`config.mk`:
```
export PLATFORM = sky130hd
export DESIGN_NAME = instr_decode_stage
export DESIGN_NICKNAME = d
export VERILOG_FILES = /design/src/rtl/instr_decode_stage.sv
export SDC_FILE = /design/constraint.sdc
export NUM_CORES = 1
export LEC_CHECK = 0
export ABC_AREA = 0
export BUFFER_PORTS_ARGS = -buffer_cell sky130_fd_sc_hd__buf_2
export CORE_AREA = 2 2 101 103
export CTS_CLUSTER_DIAMETER = 150
export DETAILED_ROUTE_END_ITERATION = 10
export DIE_AREA = 0 0 103 105
export MAX_ROUTING_LAYER = met4
export PLACE_DENSITY = 0.54
export SKIP_LAST_GASP = 1
export SLEW_MARGIN = 0
export SYNTH_ARGS = -nofsm -noshare
export SYNTH_HDL_FRONTEND = slang
export SYNTH_SLANG_ARGS = --single-unit
```
`constraint.sdc`:
```
create_clock -name clk -period 2.9 [get_ports clk]
set_input_delay 0 -clock clk [delete_from_list [all_inputs] [get_ports clk]]
set_output_delay 0 -clock clk [all_outputs]
set_load 0.005 [all_outputs]
```
`src/rtl/instr_decode_stage.sv`:
```
// ============================================================================
// Module      : instr_decode_stage
// Description : Registered valid/ready decode stage for a 16-bit CR16-style
//               datapath; 2-entry skid buffer, registered in_ready.
//               Optional DECODE_PERF_CNT_EN adds saturating perf counters.
// Revision    : 1.0 - initial release
// ============================================================================
`default_nettype none

module instr_decode_stage #(
  parameter int DATA_W    = 16,
  parameter int REG_AW    = 4,
  parameter int LUI_SHIFT = 8
) (
  input  logic              clk,
  input  logic              reset_n,
  input  logic              flush,
  input  logic              in_valid,
  output logic              in_ready,
  input  logic [15:0]       in_instr,
  output logic              out_valid,
  input  logic              out_ready,
  output logic [7:0]        out_opcode,
  output logic [REG_AW-1:0] out_rdest,
  output logic [REG_AW-1:0] out_rsrc,
  output logic [DATA_W-1:0] out_imm,
  output logic              out_is_imm,
  output logic              out_illegal
`ifdef DECODE_PERF_CNT_EN
  ,
  output logic [31:0]       perf_decoded,
  output logic [15:0]       perf_illegal
`endif
);

  typedef struct packed {
    logic [7:0]        opcode;
    logic [REG_AW-1:0] rdest;
    logic [REG_AW-1:0] rsrc;
    logic [DATA_W-1:0] imm;
    logic              is_imm;
    logic              illegal;
  } entry_t;

  entry_t            dec;
  entry_t            ent0_q, ent0_d;
  entry_t            ent1_q, ent1_d;
  logic [1:0]        cnt_q, cnt_d;
  logic              rdy_q, rdy_d;
  logic              push, pop;

  logic [DATA_W-1:0] sext8, zext8, lui_imm, sext5;

  assign sext8   = {{(DATA_W-8){in_instr[7]}}, in_instr[7:0]};
  assign zext8   = {{(DATA_W-8){1'b0}}, in_instr[7:0]};
  assign lui_imm = zext8 << LUI_SHIFT;
  assign sext5   = {{(DATA_W-5){in_instr[4]}}, in_instr[4:0]};

  always_comb begin
    dec        = '0;
    dec.opcode = {in_instr[15:12], in_instr[7:4]};
    dec.rdest  = in_instr[8 +: REG_AW];
    dec.rsrc   = in_instr[0 +: REG_AW];
    case (in_instr[15:12])
      4'b0000: begin
        case (in_instr[7:4])
          4'b0001, 4'b0010, 4'b0011, 4'b0101,
          4'b1001, 4'b1011, 4'b1101: dec.illegal = 1'b0;
          default:                   dec.illegal = 1'b1;
        endcase
      end
      4'b0101, 4'b1001, 4'b1011, 4'b1101: begin
        dec.is_imm = 1'b1;
        dec.imm    = sext8;
      end
      4'b0001, 4'b0010, 4'b0011: begin
        dec.is_imm = 1'b1;
        dec.imm    = zext8;
      end
      4'b1111: begin
        dec.is_imm = 1'b1;
        dec.imm    = lui_imm;
      end
      4'b1000: begin
        // LSHI is the only shift form carrying an immediate
        if (in_instr[7:5] == 3'b000) begin
          dec.is_imm = 1'b1;
          dec.imm    = sext5;
        end
      end
      4'b0100: dec.illegal = 1'b0;
      default: dec.illegal = 1'b1;
    endcase
  end

  assign push = in_valid & rdy_q;
  assign pop  = (cnt_q != 2'd0) & out_ready;

  // Entry 0 is always the head; entry 1 only ever holds the second-oldest word
  always_comb begin
    ent0_d = ent0_q;
    ent1_d = ent1_q;
    cnt_d  = cnt_q;
    if (flush) begin
      ent0_d = '0;
      cnt_d  = 2'd0;
    end else begin
      case ({push, pop})
        2'b10: begin
          if (cnt_q == 2'd0) ent0_d = dec;
          else               ent1_d = dec;
          cnt_d = cnt_q + 2'd1;
        end
        2'b01: begin
          ent0_d = ent1_q;
          cnt_d  = cnt_q - 2'd1;
        end
        2'b11: begin
          if (cnt_q == 2'd1) begin
            ent0_d = dec;
          end else begin
            ent0_d = ent1_q;
            ent1_d = dec;
          end
        end
        default: ;
      endcase
    end
    rdy_d = (cnt_d != 2'd2);
  end

  always_ff @(posedge clk or negedge reset_n) begin
    if (!reset_n) begin
      ent0_q <= '0;
      ent1_q <= '0;
      cnt_q  <= 2'd0;
      rdy_q  <= 1'b0;
    end else begin
      ent0_q <= ent0_d;
      ent1_q <= ent1_d;
      cnt_q  <= cnt_d;
      rdy_q  <= rdy_d;
    end
  end

  assign in_ready    = rdy_q;
  assign out_valid   = (cnt_q != 2'd0);
  assign out_opcode  = ent0_q.opcode;
  assign out_rdest   = ent0_q.rdest;
  assign out_rsrc    = ent0_q.rsrc;
  assign out_imm     = ent0_q.imm;
  assign out_is_imm  = ent0_q.is_imm;
  assign out_illegal = ent0_q.illegal;

`ifdef DECODE_PERF_CNT_EN
  logic [31:0] pdec_q;
  logic [15:0] pill_q;

  always_ff @(posedge clk or negedge reset_n) begin
    if (!reset_n) begin
      pdec_q <= '0;
      pill_q <= '0;
    end else if (pop) begin
      if (pdec_q != '1) pdec_q <= pdec_q + 32'd1;
      if (ent0_q.illegal && (pill_q != '1)) pill_q <= pill_q + 16'd1;
    end
  end

  assign perf_decoded = pdec_q;
  assign perf_illegal = pill_q;
`endif

endmodule

`default_nettype wire

```
; After elaboration in Yosys (flattened, before gate mapping)
; Index checks and enable logic that the tools add are counted.
[totals]
ff_bits = 71
inputBits = 21
out_inout_bits = 36
word_cells = 69
[classes]
add_sub_neg = 2
eq_ne = 25
muxes = 13
n_bitwise = 3
reduce_logical = 12
[op_table]
columns = op, count
row1 = 34-bit two-way mux, 5
row2 = 34-bit one-hot mux with 3 select lines, 1
row3 = 17-bit one-hot mux with 4 select lines, 1
row4 = 34-bit one-hot mux with 2 select lines, 1
row5 = "4-bit equality test, second input constant", 8
row6 = 17-bit two-way mux, 1
row7 = "4-bit by 2-bit equality test with 1-bit output, second input constant", 4
row8 = "4-bit by 3-bit equality test with 1-bit output, second input constant", 3
row9 = 10-bit OR reduction, 1
row10 = "4-bit by 1-bit equality test with 1-bit output, second input constant", 2
row11 = 7-bit OR reduction, 1
row12 = "2-bit inequality test, second input constant", 3
row13 = "2-bit by 1-bit equality test with 1-bit output, second input constant", 2
row14 = "2-bit equality test, second input constant", 2
row15 = 4-bit zero test, 1
row16 = 2-bit one-hot mux with 2 select lines, 1
row17 = 4-bit AND reduction, 1
row18 = 2-bit nonzero test, 2
row19 = 4-bit nonzero test, 1
row20 = 4-bit OR reduction, 1
row21 = 3-bit zero test, 1
row22 = "3-bit inequality test, second input constant", 1
row23 = 3-bit OR reduction, 1
row24 = "2-bit by 1-bit adder with 2-bit output, second input constant", 1
row25 = 8 further kinds, 9

; Logic depth before layout (Yosys ltp)
[depth]
ltp_word = 7
ltp_mapped = 13
ltp_nobuf = 10

; Least setup slack after synthesis
; OpenSTA, ideal clock, no wires.
[synth_timing]
path_kind = register to register
startpoint = reg cnt_q[0]
endpoint = reg ent0_q (netlist bit out_illegal)
setup_time_ns = 0.130
t_arrival_ns = 1.991
required_ns = 2.770
path_slack_ns = 0.779
stages_incl_launch_ff = 12
path_buffers = 2
synth_period_minus_slack_ns = 2.121
cell_sequence = dfrtp_1 -> inv_1 -> ha_1 -> nor2b_2 -> ha_1 -> inv_1 -> o22ai_1 -> and2_1 -> buf_2 -> buf_4 -> a22oi_1 -> o21ai_0
[synth_via]
elab_chain_cells = 5
word_cells_on_any_way = 13
cone_classes = eq/ne (5) / mux (3) / bitwise (1) / reduce/logical (4)
[synth_lines]
columns = item, line_no
row1 = start: declaration, 48  ; logic [1:0] cnt_q, cnt_d;
row2 = start signal: assignment, 141  ; cnt_q <= cnt_d;
row3 = 2-bit nonzero test, 97  ; assign pop = (cnt_q != 2'd0) & out_ready;
row4 = 1-bit AND, 97
row5 = 2-bit equality test / 2-bit by 1-bit equality test with 1-bit output (equally long branches), 108  ; case ({push, pop})
row6 = "34-bit one-hot mux with 3 select lines, or another cell as far along", 108
row7 = 34-bit two-way mux / 2-bit AND reduction (equally long branches), --
row8 = end signal: assignment, 139  ; ent0_q <= ent0_d;
row9 = end: declaration, 46  ; entry_t ent0_q, ent0_d;
; Several ways; a longest one is shown, not always the timed one.
; A chain may end at the register's enable or synchronous reset.

; Worst setup path after layout
[layout_timing]
startpoint = reg cnt_q[0]
endpoint = reg ent0_q (netlist bit out_imm[8])
; Same word-level chain as after synthesis.

==> metrics.txt <==
number of synthesized register bits 71; Sink Count 71; PD cells 917 mW/mm2; Fill cells 964; nature of the critical path startpoint register; PnR worst setup slack 0.294 ns; die area 0.0108 mm2; CP Max Fanout 15; IO buf count 56; max-slew violation count 0; P_leak 2.10 nW; Via Count 2716; Sw Share 0.330; Synth async-reset ratio 1.00; Hold Slack 0.0481 ns; placed wire-length estimate 5450 um; Mapped Nets 372; CP delay by family, top simple AND/OR/NAND/NOR gates; worst slew pin tran 0.827 ns; Post-Layout Cell Count 553; post-placement cell count 521; syn_area_per_cell 9.67 um2; total power 0.00382 W; largest net degree at the start of global routing 61; Min-Delay Path Class primary input to asynchronous set/reset pin; area grow syn2layout 24.3%; Synth cell types 41; fin crit period 2.61 ns; arrival time at the worst endpoint 2.86 ns; Worst setup EP type register; post-CTS setup buffer count 0; post-synthesis cell count 346; maximum clock path buffer count 2; Initial Utilization 0.347; Antenna diodes 0; Die Y-Extent 105 um; CP Class register to register; Worst slew margin 0.446; via-per-instance ratio 4.91; R2R depth 10; commonest non-fill, non-tap cell in the layout nand2_1; first-pass GRT wire length 14200 um; number of global-route vias before repair 2717; Clock Skew 0.00805 ns; Post-synth EDFFs 0; outcome complete, no violations; commonest non-fill, non-tap cells in the layout nand2_1, dfrtp_1, buf_2; internal power 0.00256 W; final period utilization 0.899; RSZ-0062 raised after global routing no; Final nets 441; Final Hold Vio Count 0; Worst-Skew Late Latency 0.34 ns; yosys warns 0; layout cells sized above 1 0.221; total grt overflow 0; Initial DRC Count 133; setup TNS 0 ns; Place WS 0.299 ns; fmax 384 MHz; max_cap viols 0; final wirelength 8400 um; Crit-path slowest cell and2_1; GR Util All Layers 0.174; clock root cell clkbuf_8; combinational share of power 0.290; Routed WL per cell 15.2 um; Post-Syn Area 0.00335 mm2; Sw Pwr 0.00126 W; Worst EP required 3.15 ns; core area 0.00964 mm2; Clock transition at path regs 0.08 ns; Main synth FF type dfrtp_1; I/O Pins 57; DR pass1 iterations 4; initial antenna violation count 0; crit-path cells inv_1 -> ha_1 -> nor2b_2 -> ha_1 -> inv_1 -> o22ai_1 -> and2_1 -> buf_4 -> nand2_1 -> o31ai_2; Final ANT Viol Nets 0; Largest stage delay, worst path 0.59 ns; Sequential Power Share 0.410; Finish-stage setup viols 0; Num CTS Buffers 9; CTS tree built; maximum vdd drop 338 uV; htree depth 3; Seq/Total Area, Yosys 0.531; Row Count 36; remaining routing DRC violations 0; RD Place Congestion 0.772; Worst Path Buf+Inv 3; Levels on crit path 10; power share of the clock group 0.301; Horiz. Die Dim 103 um
[kinds of logic (layout without fill, tap and decap cells)]
logic type                 after synthesis  count (layout)  share of synthesized area
AOI/OAI and AO/OA                      119             119                      0.232
adders and majority gates                5               5                     0.0187
buffers and inverters                   35             109                     0.0609
DFF                                     71              71                      0.531
muxes                                    1               1                    0.00299
and+or+nand+nor                        115             115                      0.155
[per-stage QoR]
stage	util	cell area [um2]
detailed placement	0.385	3710
floorplan	-	3350
global route	0.432	4160
CTS	0.432	4160
global placement	0.385	3710
finish	0.432	4160
[state kept, by name (all words and copies together) (netlist names)]
name         cells
out_imm         16
ent1_q          34
in_ready         1
out_rsrc         4
cnt_q            2
out_illegal      1
out_is_imm       1
out_rdest        4
out_opcode       8
[cell usage after synthesis (all sizes together), types with 2 or more instances]
| cell | instances | area (um2) |
|---|---|---|
| dfrtp | 71 | 1780 |
| nand3 | 2 | 10.0 |
| inv | 12 | 45.0 |
| and2 | 2 | 12.5 |
| o21ai | 44 | 224 |
| buf | 13 | 101 |
| a22o | 5 | 43.8 |
| o31ai | 7 | 62.6 |
| a221oi | 6 | 65.1 |
| a21oi | 18 | 90.1 |
| nand2b | 2 | 12.5 |
| ha | 5 | 62.6 |
| a31oi | 2 | 12.5 |
| clkbuf | 10 | 57.6 |
| a22oi | 23 | 173 |
| nor2 | 11 | 57.6 |
| a21boi | 3 | 22.5 |
| a211oi | 2 | 15.0 |
| nor2b | 3 | 21.3 |
| nor3b | 2 | 20.0 |
| a21o | 6 | 45.0 |
| nand2 | 88 | 330 |
[layout make-up]
class | instances | area, um2 | area share
clock inverter | 6 | 155 | 0.0373
multi-input combinational | 240 | 1370 | 0.330
inverter | 12 | 45.0 | 0.0108
clock buffer | 10 | 138 | 0.0331
tap | 133 | 166 | 0.0400
sequential | 71 | 1780 | 0.427
timing repair buffer | 81 | 508 | 0.122
[power by group through the flow]
stage	Combinational [W]	Clock [W]	Sequential, W
floorplan	0.000714	0	0.00155
global placement	0.00108	0	0.00157
detailed placement	0.00110	0	0.00158
CTS	0.00112	0.00117	0.00156
global route	0.00128	0.00122	0.00161
finish	0.00110	0.00115	0.00156
[what timing repair did]
| action | 4_1_cts | 5_1_grt |
|---|---|---|
| gates resized for setup | 0 | 0 |
| hold buffers | 16 | 0 |
| endpoints found under the hold margin | 42 | 0 |
[routing by layer]
layer,GRT usage,vias to the layer above,part of all wire
met3,0.0334,4,0.048
met1,0.244,1307,0.48
met5,-,-,0
li1,-,1343,-
met4,0.0564,0,0.0071
met2,0.252,62,0.46
[path summary, 6_finish.rpt]
| path | slack, ns | from | to |
|---|---|---|---|
| max | 0.29 | cnt_q[0]$_DFF_PN0_ | out_imm[8]$_DFFE_PN0P_ |
| min | 0.05 | reset_n | out_rdest[0]$_DFFE_PN0P_ |
| max reg2reg | 0.29 | cnt_q[0]$_DFF_PN0_ | out_imm[8]$_DFFE_PN0P_ |
| min reg2reg | 0.47 | out_imm[10]$_DFFE_PN0P_ | out_imm[10]$_DFFE_PN0P_ |
| max in group asynchronous | 1.77 | reset_n | out_imm[1]$_DFFE_PN0P_ |
| min in group clk | 0.05 | in_instr[13] | ent1_q[31]$_DFFE_PN0P_ |
(Power assumes the default switching activity.)
